File: src/rtl/ddr_cmd_sequencer.sv
// DDR command sequencer: takes one scheduler request per valid/ready handshake,
// enforces bank legality and per-bank/global timing, and drives the PHY command
// pins one cycle after acceptance. Open banks are tracked with a bit per bank.
module ddr_cmd_sequencer #(
  parameter int NUM_BANKS = 8,
  parameter int ROW_W     = 14,
  parameter int COL_W     = 10,
  parameter int T_INIT    = 4,
  parameter int T_ZQINIT  = 16,
  parameter int T_MOD     = 4,
  parameter int T_RFC     = 20,
  parameter int T_RCD     = 3,
  parameter int T_RP      = 3,
  parameter int T_RAS     = 8,
  parameter int T_AP      = 4,
  localparam int BA_W     = $clog2(NUM_BANKS)
) (
  input  logic             clk,
  input  logic             reset_n,
  input  logic             req_valid,
  output logic             req_ready,
  input  logic [3:0]       req_cmd,
  input  logic [BA_W-1:0]  req_bank,
  input  logic [ROW_W-1:0] req_row,
  input  logic [COL_W-1:0] req_col,
  output logic             cke,
  output logic             cs,
  output logic             ras,
  output logic             cas,
  output logic             we,
  output logic [BA_W-1:0]  ba,
  output logic [ROW_W-1:0] addr,
  output logic             err,
  output logic [2:0]       state
);

  localparam int CW = 8;

  localparam logic [2:0] ST_INIT = 3'd0, ST_ZQWAIT = 3'd1, ST_IDLE = 3'd2,
                         ST_BUSY = 3'd3, ST_SREF = 3'd4, ST_PDOWN = 3'd5;

  localparam logic [3:0] CMD_NOP = 4'd0, CMD_MRS = 4'd1, CMD_REF = 4'd2, CMD_ZQCL = 4'd3,
                         CMD_ACT = 4'd4, CMD_WR = 4'd5, CMD_RD = 4'd6, CMD_WRA = 4'd7,
                         CMD_RDA = 4'd8, CMD_PRE = 4'd9, CMD_PREA = 4'd10, CMD_SRE = 4'd11,
                         CMD_SRX = 4'd12, CMD_PDE = 4'd13, CMD_PDX = 4'd14;

  // Pin patterns ordered {cs, ras, cas, we}
  localparam logic [3:0] PIN_NOP = 4'b0111, PIN_DES = 4'b1111, PIN_ACT = 4'b0011,
                         PIN_RD = 4'b0101, PIN_WR = 4'b0100, PIN_PRE = 4'b0010,
                         PIN_REF = 4'b0001, PIN_MRS = 4'b0000, PIN_ZQ = 4'b0110;

  logic [2:0]       state_r, nxt_state_s;
  logic [CW-1:0]    init_cnt_r, nxt_init_s, gcnt_r, nxt_gcnt_s;
  logic             cke_r, nxt_cke_s, err_r;
  logic [3:0]       pin_r, nxt_pin_s;
  logic [BA_W-1:0]  ba_r, nxt_ba_s;
  logic [ROW_W-1:0] addr_r, nxt_addr_s, col_addr_s;
  logic [NUM_BANKS-1:0] open_r;
  logic [CW-1:0]    t_rcd_r [NUM_BANKS];
  logic [CW-1:0]    t_ras_r [NUM_BANKS];
  logic [CW-1:0]    t_rp_r  [NUM_BANKS];
  logic             legal_s, timing_ok_s, silent_s, prea_ok_s;
  logic             accept_state_s, fire_s, issue_s, auto_pre_s;

  // Saturating down-counter step shared by every timing counter.
  function automatic logic [CW-1:0] sat_dec(input logic [CW-1:0] v);
    return (v == '0) ? '0 : v - CW'(1);
  endfunction

  // PREA may only go once every currently open bank has satisfied its ACT-to-PRE time.
  always_comb begin
    prea_ok_s = 1'b1;
    for (int i = 0; i < NUM_BANKS; i++) begin
      if (open_r[i] && (t_ras_r[i] != '0)) prea_ok_s = 1'b0;
      else prea_ok_s = prea_ok_s;
    end
  end

  // Legality (drop with ERR) is decided independently of timing (stall).
  always_comb begin
    legal_s     = 1'b0;
    timing_ok_s = 1'b1;
    silent_s    = (req_cmd == CMD_NOP);
    case (state_r)
      ST_ZQWAIT: legal_s = (req_cmd == CMD_ZQCL);
      ST_SREF:   legal_s = (req_cmd == CMD_SRX);
      ST_PDOWN:  legal_s = (req_cmd == CMD_PDX);
      ST_IDLE: begin
        case (req_cmd)
          CMD_MRS, CMD_REF, CMD_ZQCL, CMD_SRE: legal_s = ~|open_r;
          CMD_ACT: begin
            legal_s     = ~open_r[req_bank];
            timing_ok_s = (t_rp_r[req_bank] == '0);
          end
          CMD_WR, CMD_RD, CMD_WRA, CMD_RDA: begin
            legal_s     = open_r[req_bank];
            timing_ok_s = (t_rcd_r[req_bank] == '0);
          end
          CMD_PRE: begin
            legal_s     = open_r[req_bank];
            timing_ok_s = (t_ras_r[req_bank] == '0);
          end
          CMD_PREA: begin
            legal_s     = 1'b1;
            timing_ok_s = prea_ok_s;
          end
          CMD_PDE: legal_s = 1'b1;
          default: legal_s = 1'b0;
        endcase
      end
      default: legal_s = 1'b0;
    endcase
  end

  assign accept_state_s = (state_r == ST_ZQWAIT) || (state_r == ST_IDLE) ||
                          (state_r == ST_SREF) || (state_r == ST_PDOWN);
  assign req_ready  = accept_state_s && !(req_valid && legal_s && !timing_ok_s);
  assign fire_s     = req_valid && req_ready;
  assign issue_s    = fire_s && legal_s;
  assign auto_pre_s = (req_cmd == CMD_RDA) || (req_cmd == CMD_WRA);

  // Top-level state, init/busy counters and CKE for the next cycle.
  always_comb begin
    nxt_state_s = state_r;
    nxt_init_s  = init_cnt_r;
    nxt_gcnt_s  = gcnt_r;
    nxt_cke_s   = cke_r;
    case (state_r)
      ST_INIT: begin
        if (init_cnt_r >= CW'(T_INIT - 1)) begin
          nxt_state_s = ST_ZQWAIT;
          nxt_cke_s   = 1'b1;
          nxt_init_s  = '0;
        end else begin
          nxt_init_s = init_cnt_r + CW'(1);
        end
      end
      ST_BUSY: begin
        if (gcnt_r <= CW'(1)) begin
          nxt_state_s = ST_IDLE;
          nxt_gcnt_s  = '0;
        end else begin
          nxt_gcnt_s = gcnt_r - CW'(1);
        end
      end
      ST_ZQWAIT, ST_IDLE, ST_SREF, ST_PDOWN: begin
        if (issue_s) begin
          case (req_cmd)
            CMD_ZQCL: begin nxt_state_s = ST_BUSY; nxt_gcnt_s = CW'(T_ZQINIT); end
            CMD_MRS:  begin nxt_state_s = ST_BUSY; nxt_gcnt_s = CW'(T_MOD); end
            CMD_REF:  begin nxt_state_s = ST_BUSY; nxt_gcnt_s = CW'(T_RFC); end
            CMD_SRE:  begin nxt_state_s = ST_SREF; nxt_cke_s = 1'b0; end
            CMD_SRX:  begin nxt_state_s = ST_BUSY; nxt_gcnt_s = CW'(T_RFC); nxt_cke_s = 1'b1; end
            CMD_PDE:  begin nxt_state_s = ST_PDOWN; nxt_cke_s = 1'b0; end
            CMD_PDX:  begin nxt_state_s = ST_IDLE; nxt_cke_s = 1'b1; end
            default:  nxt_state_s = state_r;
          endcase
        end else begin
          nxt_state_s = state_r;
        end
      end
      default: begin
        nxt_state_s = ST_INIT;
        nxt_cke_s   = 1'b0;
      end
    endcase
  end

  // Pin values for the cycle after acceptance; idle cycles show NOP or deselect by CKE.
  always_comb begin
    col_addr_s              = '0;
    col_addr_s[COL_W-1:0]   = req_col;
    nxt_pin_s               = nxt_cke_s ? PIN_NOP : PIN_DES;
    nxt_ba_s                = '0;
    nxt_addr_s              = '0;
    if (issue_s) begin
      case (req_cmd)
        CMD_MRS:  begin nxt_pin_s = PIN_MRS; nxt_ba_s = req_bank; nxt_addr_s = req_row; end
        CMD_REF:  nxt_pin_s = PIN_REF;
        CMD_SRE:  nxt_pin_s = PIN_REF;
        CMD_ZQCL: nxt_pin_s = PIN_ZQ;
        CMD_ACT:  begin nxt_pin_s = PIN_ACT; nxt_ba_s = req_bank; nxt_addr_s = req_row; end
        CMD_WR, CMD_WRA: begin
          nxt_pin_s      = PIN_WR;
          nxt_ba_s       = req_bank;
          nxt_addr_s     = col_addr_s;
          nxt_addr_s[10] = auto_pre_s;
        end
        CMD_RD, CMD_RDA: begin
          nxt_pin_s      = PIN_RD;
          nxt_ba_s       = req_bank;
          nxt_addr_s     = col_addr_s;
          nxt_addr_s[10] = auto_pre_s;
        end
        CMD_PRE:  begin nxt_pin_s = PIN_PRE; nxt_ba_s = req_bank; end
        CMD_PREA: begin nxt_pin_s = PIN_PRE; nxt_addr_s[10] = 1'b1; end
        default:  nxt_pin_s = nxt_cke_s ? PIN_NOP : PIN_DES;
      endcase
    end else begin
      nxt_pin_s = nxt_cke_s ? PIN_NOP : PIN_DES;
    end
  end

  // Registered FSM, counters and every PHY-facing output.
  always_ff @(posedge clk or negedge reset_n) begin
    if (!reset_n) begin
      state_r    <= ST_INIT;
      init_cnt_r <= '0;
      gcnt_r     <= '0;
      cke_r      <= 1'b0;
      pin_r      <= PIN_DES;
      ba_r       <= '0;
      addr_r     <= '0;
      err_r      <= 1'b0;
    end else begin
      state_r    <= nxt_state_s;
      init_cnt_r <= nxt_init_s;
      gcnt_r     <= nxt_gcnt_s;
      cke_r      <= nxt_cke_s;
      pin_r      <= nxt_pin_s;
      ba_r       <= nxt_ba_s;
      addr_r     <= nxt_addr_s;
      err_r      <= fire_s && !legal_s && !silent_s;
    end
  end

  // Per-bank open flag and rcd/ras/rp counters; auto-precharge closes the bank at once.
  always_ff @(posedge clk or negedge reset_n) begin
    if (!reset_n) begin
      open_r <= '0;
      for (int i = 0; i < NUM_BANKS; i++) begin
        t_rcd_r[i] <= '0;
        t_ras_r[i] <= '0;
        t_rp_r[i]  <= '0;
      end
    end else begin
      for (int i = 0; i < NUM_BANKS; i++) begin
        t_rcd_r[i] <= sat_dec(t_rcd_r[i]);
        t_ras_r[i] <= sat_dec(t_ras_r[i]);
        t_rp_r[i]  <= sat_dec(t_rp_r[i]);
        if (issue_s && (req_cmd == CMD_ACT) && (req_bank == BA_W'(i))) begin
          open_r[i]  <= 1'b1;
          t_rcd_r[i] <= CW'(T_RCD);
          t_ras_r[i] <= CW'(T_RAS);
        end else if (issue_s && (((req_cmd == CMD_PRE) && (req_bank == BA_W'(i))) ||
                                 ((req_cmd == CMD_PREA) && open_r[i]))) begin
          open_r[i] <= 1'b0;
          t_rp_r[i] <= CW'(T_RP);
        end else if (issue_s && auto_pre_s && (req_bank == BA_W'(i))) begin
          open_r[i] <= 1'b0;
          t_rp_r[i] <= CW'(T_AP + T_RP);
        end else begin
          open_r[i] <= open_r[i];
        end
      end
    end
  end

  assign cke   = cke_r;
  assign cs    = pin_r[3];
  assign ras   = pin_r[2];
  assign cas   = pin_r[1];
  assign we    = pin_r[0];
  assign ba    = ba_r;
  assign addr  = addr_r;
  assign err   = err_r;
  assign state = state_r;

endmodule

File: config.mk
export PLATFORM = sky130hd
export DESIGN_NAME = ddr_cmd_sequencer
export DESIGN_NICKNAME = d
export VERILOG_FILES = /design/src/rtl/ddr_cmd_sequencer.sv
export SDC_FILE = /design/constraint.sdc
export NUM_CORES = 1
export LEC_CHECK = 0
export CAP_MARGIN = 30
export CORE_MARGIN = 4
export CORE_UTILIZATION = 35
export CTS_BUF_LIST = sky130_fd_sc_hd__clkbuf_8
export DETAILED_ROUTE_END_ITERATION = 10
export PLACE_DENSITY = 0.53
export SLEW_MARGIN = 25
export SYNTH_ARGS = -nofsm -noshare
export SYNTH_HDL_FRONTEND = slang
export SYNTH_SLANG_ARGS = --single-unit
export TNS_END_PERCENT = 50
File: constraint.sdc
create_clock -name clk -period 5.49 [get_ports clk]
set_input_delay 0.8235 -clock clk [delete_from_list [all_inputs] [get_ports clk]]
set_output_delay 0.8235 -clock clk [all_outputs]
set_load 0.03 [all_outputs]
* Yosys cells after proc, flatten, opt, wreduce, memory -nomap -nowiden
Cells that the tools add are included.
Word-level totals: output and inout bits 27, word-level logic and storage cells 376, bits of input ports 34, register bits after elaboration 242
Operators by class: eq/ne operators 31, reduce and logical (&&, ||, !) cells 139, mux-type cells 134, bitwise logic cells 2, magnitude comparators 4, add/sub/neg operators 26
Operator list (number):
- 8-bit two-way mux | 73
- 8-bit logical NOT | 27
- 8-bit by 1-bit subtractor with 8-bit output (second input constant) | 25
- 8-bit binary-select mux with 3-bit select | 3
- 8-bit nonzero test | 8
- 1-bit logical AND | 57
- 1-bit two-way mux | 36
- 4-bit == test (second input constant) | 7
- 4-bit case mux with 7 select lines | 1
- 8-bit case mux with 3 select lines | 1
- 3-bit nonzero test | 8
- 10-bit case mux with 2 select lines | 1
- 3-bit == test (second input constant) | 6
- 3-bit two-way mux | 6
- 2-bit OR reduction | 9
- 4-bit by 3-bit == test with 1-bit output (second input constant) | 4
- 8-bit case mux with 2 select lines | 1
- 4-bit OR reduction | 4
- 14-bit two-way mux | 1
- 3-bit by 2-bit == test with 1-bit output (second input constant) | 4
- 1-bit logical OR | 12
- 1-bit case mux with 4 select lines | 3
- 3-bit case mux with 4 select lines | 1
- 3-bit case mux with 3 select lines | 1
- other kinds (26) | 37

* Longest topological paths before layout
Gate-level depths: netlist of run 1.
depth after elaboration 23, depth in mapped cells 12, mapped depth without buffers 10

* Worst setup path after synthesis of run 1
Ideal clock, no wire load.
path type input to output, from input port req_cmd[1], to output port req_ready, buffers on the path 1, arrival 2.892 ns, stages 8, required time 4.667 ns, setup slack 1.774 ns, cell sequence clkbuf_1 nor2_1 mux2_2 a2111oi_0 a22oi_1 nand4_1 nor2_1 a21oi_1
Between the ends: word-level cells in the longest chain between the ends 8, elaborated cells on any way between the ends 27, classes of those cells eq/ne (14); mux (4); reduce/logical (9)
Ends and longest elaborated chain:
- start: declaration | line 22 | input logic [3:0] req_cmd,
- 4-bit == test, or another cell as far along | line 89 | case (req_cmd)
- 5-bit OR reduction (no line), or another cell as far along
- 1-bit case mux with 4 select lines | line 89
- 1-bit case mux with 4 select lines or 1-bit two-way mux (tied branches) | line 84 | case (state_r)
- 1-bit logical AND or 1-bit logical NOT (tied branches) | line 117 | assign req_ready = accept_state_s && !(req_valid && legal_s && !timing_ok_s);
- 1-bit logical AND * | line 117
- 1-bit logical NOT * | line 117
- 1-bit logical AND * | line 117
- end: declaration | line 21 | output logic req_ready,
Mark *: on every way between the ends. The rest lies on a longest branch, timed or not.

* Worst setup path after layout of run 1
from input port req_bank[0], to output port req_ready
Between the ends: word-level cells in the longest chain between the ends 11, elaborated cells on any way between the ends 25, classes of those cells mux (15); bitwise (2); reduce/logical (8)
Ends and longest elaborated chain:
- start: declaration | line 23 | input logic [BA_W-1:0] req_bank,
- 3-bit NOT with 4-bit output (implied by the code) | line 93, 97, 101
- 8-bit binary-select mux with 3-bit select (on tied branches) | line 101, 93, 97
- 8-bit two-way mux (on tied branches) (2 in series) | line 101, 93, 97
- 8-bit logical NOT (on tied branches) | line 101, 93, 97
- 1-bit case mux with 4 select lines | line 89
- 1-bit two-way mux | line 84
- 1-bit logical NOT | line 117
- 1-bit logical AND * | line 117
- 1-bit logical NOT * | line 117
- 1-bit logical AND * | line 117
Mark *: on every way between the ends. The rest lies on a longest branch, timed or not. The select of a mux whose other input is x is not followed.

==> results of run 1 <==
[sequential cells by signal, indices dropped and copies added (netlist names), 3 cells and up]
register    cells
t_ras_r        64
t_rcd_r        64
t_rp_r         64
addr           14
gcnt_r          8
init_cnt_r      8
open_r          8
pin_r           4
ba              3
state           3
[synth_stat cells (5+ instances only)]
library cell  number  area share [%]
dfrtp_1          238              46
o21ai_1            7            0.27
or2_2             12            0.58
nor3b_1           11            0.64
nor3_2             5            0.39
a211oi_1           5            0.29
nor2b_1            8            0.39
o31ai_4           15             2.5
nand3_1           24            0.93
nor2_1           228             6.6
o21ai_0           55             2.1
and2_1             7            0.34
and3_1            11            0.53
o31ai_1           13            0.76
mux2i_1            6            0.47
xnor2_1           66             4.5
o22ai_1            9            0.44
nor4b_1           12            0.82
o21bai_1          10            0.58
or3_1             12            0.58
a21o_1            16            0.93
a21oi_1           54             2.1
nand2_1          110             3.2
buf_2              9            0.35
nor3_1            54             2.1
clkbuf_1          18            0.52
nand2b_1          15            0.73
a22oi_1           22             1.3
inv_1             68             2.0
nand3b_1           8            0.47
nor4_1            30             1.5
xor2_1            44             3.0
or4_1             15            0.87
a31oi_1            8            0.39
ha_1              45             4.4
[worst reg2reg max path: stages, from the launching register on]
cell      delay (ns)
dfrtp_1         0.41
inv_1           0.07
ha_1            0.17
nor3b_1         0.56
nand3_1         0.43
a222oi_1        0.44
nand4_1         0.14
nand4_1         0.22
nor2_1          0.10
buf_4           0.17
nor2_1          0.59
o2111a_1        0.34
[how the worst max path moves through the flow]
| stage | start | endpoint | slack, ns | cells past startpoint |
|---|---|---|---|---|
| floorplan | req_cmd[1] | req_ready | 1.77 | 8 |
| global placement | req_bank[0] | req_ready | 0.69 | 9 |
| detailed placement | req_bank[0] | req_ready | 0.71 | 9 |
| CTS | req_bank[0] | req_ready | 0.70 | 9 |
| global route | req_bank[0] | req_ready | 0.53 | 9 |
| finish | req_bank[0] | req_ready | 0.68 | 9 |
[cell families after synthesis]
family	after synthesis
mux	10
compound gates	258
simple gates	581
fa+ha+maj	45
xor+xnor	110
flops	242
buf+inv	102
[final cells by class]
class | count | area, sq um
tap | 461 | 577
fill | 3534 | 20800
clock inverter | 21 | 114
timing repair buffer | 83 | 833
sequential | 242 | 6060
inverter | 68 | 255
clock buffer | 60 | 826
multi-input combinational | 1004 | 6410
[power groups by stage]
stage | registers (mW) | logic, mW | clock network (mW)
2_1_floorplan | 3.19 | 2.06 | 0
3_5_place_dp | 3.35 | 2.70 | 0
3_3_place_gp | 3.35 | 2.64 | 0
5_1_grt | 3.47 | 3.09 | 1.95
4_1_cts | 3.34 | 2.71 | 1.86
6_report | 3.35 | 2.67 | 1.79
[per-stage QoR]
| stage | util [%] | hold slack [ns] |
|---|---|---|
| after CTS | 41.9 | 0.390 |
| after floorplan | - | 0.439 |
| after global routing | 42.0 | 0.160 |
| after global placement | 39.3 | 0.470 |
| final | 42.0 | 0.171 |
| after detailed placement | 39.3 | 0.477 |
[per-layer routing]
metal,share of wire (%),up-vias,track usage [%]
met3,4.3,48,2.99
met5,0,-,0
met2,47,188,26.3
li1,-,4931,-
met4,2.1,0,4.38
met1,47,4972,23.4
==> results.sh, run 1 <==
export IMPL_finalPower_mw=7.82
export IMPL_slowest_delay_ns=1.01
export IMPL_ios=61
export IMPL_antenna_found_initial=0
export IMPL_n_antenna_cell=0
export IMPL_status="completed"
export IMPL_worstPathRequired_ns=4.67
export IMPL_clockBufferDepth=3
export IMPL_synth_top_family_by_area="simple AND/OR/NAND/NOR gates"
export IMPL_yosys_area_share_simple_pct=22.1
export IMPL_mostFrequentLayoutCell="dfrtp_1"
export IMPL_post_cts_setup_buffer_count=0
export IMPL_dpl_cell_count=1857
export IMPL_route_detailed_drc=0
export IMPL_rsz0062_at_grt="false"
export IMPL_most_common_layout_cells="dfrtp_1 (238), nor2_1 (228), nand2_1 (110)"
export IMPL_netSwitchingPower_mw=3.00
export IMPL_post_drt_via_cell_ratio=5.23
export IMPL_hpwl_mm=23.1
export IMPL_seq_power_share_pct=42.9
export IMPL_area_delta_synth_final_pct=17.1
export IMPL_nets=1524
export IMPL_synth_cell_types=79
export IMPL_maxSlewHeadroom_pct=43.0
export IMPL_intPower_mw=4.81
export IMPL_clock_sinks=242
export IMPL_critPathTopFamily="buffers and inverters"
export IMPL_cts_tree="done"
export IMPL_postLayoutSetupSlackWorst_ns=0.679
export IMPL_crit_top_cell="a21oi_1"
export IMPL_antenna_left=0
export IMPL_wl_mm=32.7
export IMPL_synth_xor_area_share_pct=7.48
export IMPL_die_area_sq_mm=0.0399
export IMPL_synth_seq_cells=242
export IMPL_htree_levels=2
export IMPL_syn_num_nets=1427
export IMPL_syn_inst=1348
export IMPL_initial_core_util_pct=35.8
export IMPL_vias=10100
export IMPL_grt_pass1_vias=10100
export IMPL_ff2ff_setup_slack_ns=1.75
export IMPL_clkPwrFrac_pct=23.0
export IMPL_crit_path_top_delay_cell="clkdlybuf4s50_1"
export IMPL_fin_cells=1939
export IMPL_cts_reportedPaths_clkPinSlew_ns=0.06
export IMPL_synthArstFlopShare_pct=100
export IMPL_r2r_end="ba[0]"
export IMPL_max_clock_freq_mhz=208
export IMPL_core_area_sq_mm=0.0359
export IMPL_port_buffers=60
export IMPL_tns_ns=0
export IMPL_drive_gt1_share_pct=9.95
export IMPL_syn_cell_area_sq_mm=0.0129
export IMPL_timing_final_crit_period_ns=4.81
export IMPL_drv_cap=0
export IMPL_p_comb_share_pct=34.2
export IMPL_grt_pass1_wl_mm=53.8
export IMPL_crit_arrival_ns=3.99
export IMPL_synth_compound_area_share_pct=14.8
export IMPL_die_height_um=200
export IMPL_reg2reg_depth=11
export IMPL_track_usage_pct=16.5
export IMPL_max_slew_worst_pin_slew_ns=0.842
export IMPL_hold_class="input pin to async pin"
export IMPL_die_w_um=200
export IMPL_power_density_mw_per_mm2=519
export IMPL_ir_drop_uv=314
export IMPL_synth_edf_count=0
export IMPL_timing_final_crit_share_pct=87.6
export IMPL_cp_start_kind="input pin"
export IMPL_dr_pass1_iters=5
export IMPL_ys_flop_type="dfrtp_1"
export IMPL_synth_area_per_cell_sq_um=9.55
export IMPL_synth_seq_area_share_pct=47.1
export IMPL_skew_ns=0.0264
export IMPL_setup_viol=0
export IMPL_rows=69
export IMPL_grt_max_degree=124
export IMPL_insertion_delay_ns=0.57
export IMPL_cp_cell_sequence="clkdlybuf4s50_1 > nand2_1 > a21oi_1 > a2111oi_0 > a22oi_1 > nand4_1 > nor2_1 > a21oi_1 > buf_12"
export IMPL_place_worst_setup_slack_ns=0.714
export IMPL_r2r_start="t_ras_r[32]"
export IMPL_yosys_area_share_adder_pct=4.37
export IMPL_cts_resized_gates=0
export IMPL_end_kind="primary output"
export IMPL_numCtsBuffers=46
export IMPL_cp_max_fo=16
export IMPL_path_buf_inv=2
export IMPL_grt_overflow=0
export IMPL_hold_buffers=0
export IMPL_gp_congestion=0.858
export IMPL_finalHoldViolCount=0
export IMPL_p_leak_nw=6.35
export IMPL_slew_viol_final=0
export IMPL_yosys_warnings=0
export IMPL_wl_per_cell_um=16.9
export IMPL_place_area_sq_mm=0.0141
export IMPL_fin_area_sq_mm=0.0151
export IMPL_post_synth_mux_area_share_pct=0.991
export IMPL_drt_initial_drc_count=596
export IMPL_crit_type="input pin to primary output"
export IMPL_p_sw_share_pct=38.4
export IMPL_root_buffer="clkbuf_8"
Power figures use the tool's default switching activity.
==> inputs of run 2 (changes only) <==
--- a/config.mk
+++ b/config.mk
@@ -10,6 +10,7 @@
 export CORE_UTILIZATION = 35
 export CTS_BUF_LIST = sky130_fd_sc_hd__clkbuf_8
 export DETAILED_ROUTE_END_ITERATION = 10
+export HOLD_SLACK_MARGIN = 0.05
 export PLACE_DENSITY = 0.53
 export SLEW_MARGIN = 25
 export SYNTH_ARGS = -nofsm -noshare
==> results of run 2 <==
Same layout as run 1: the final DEF is identical, and so are final timing and power.
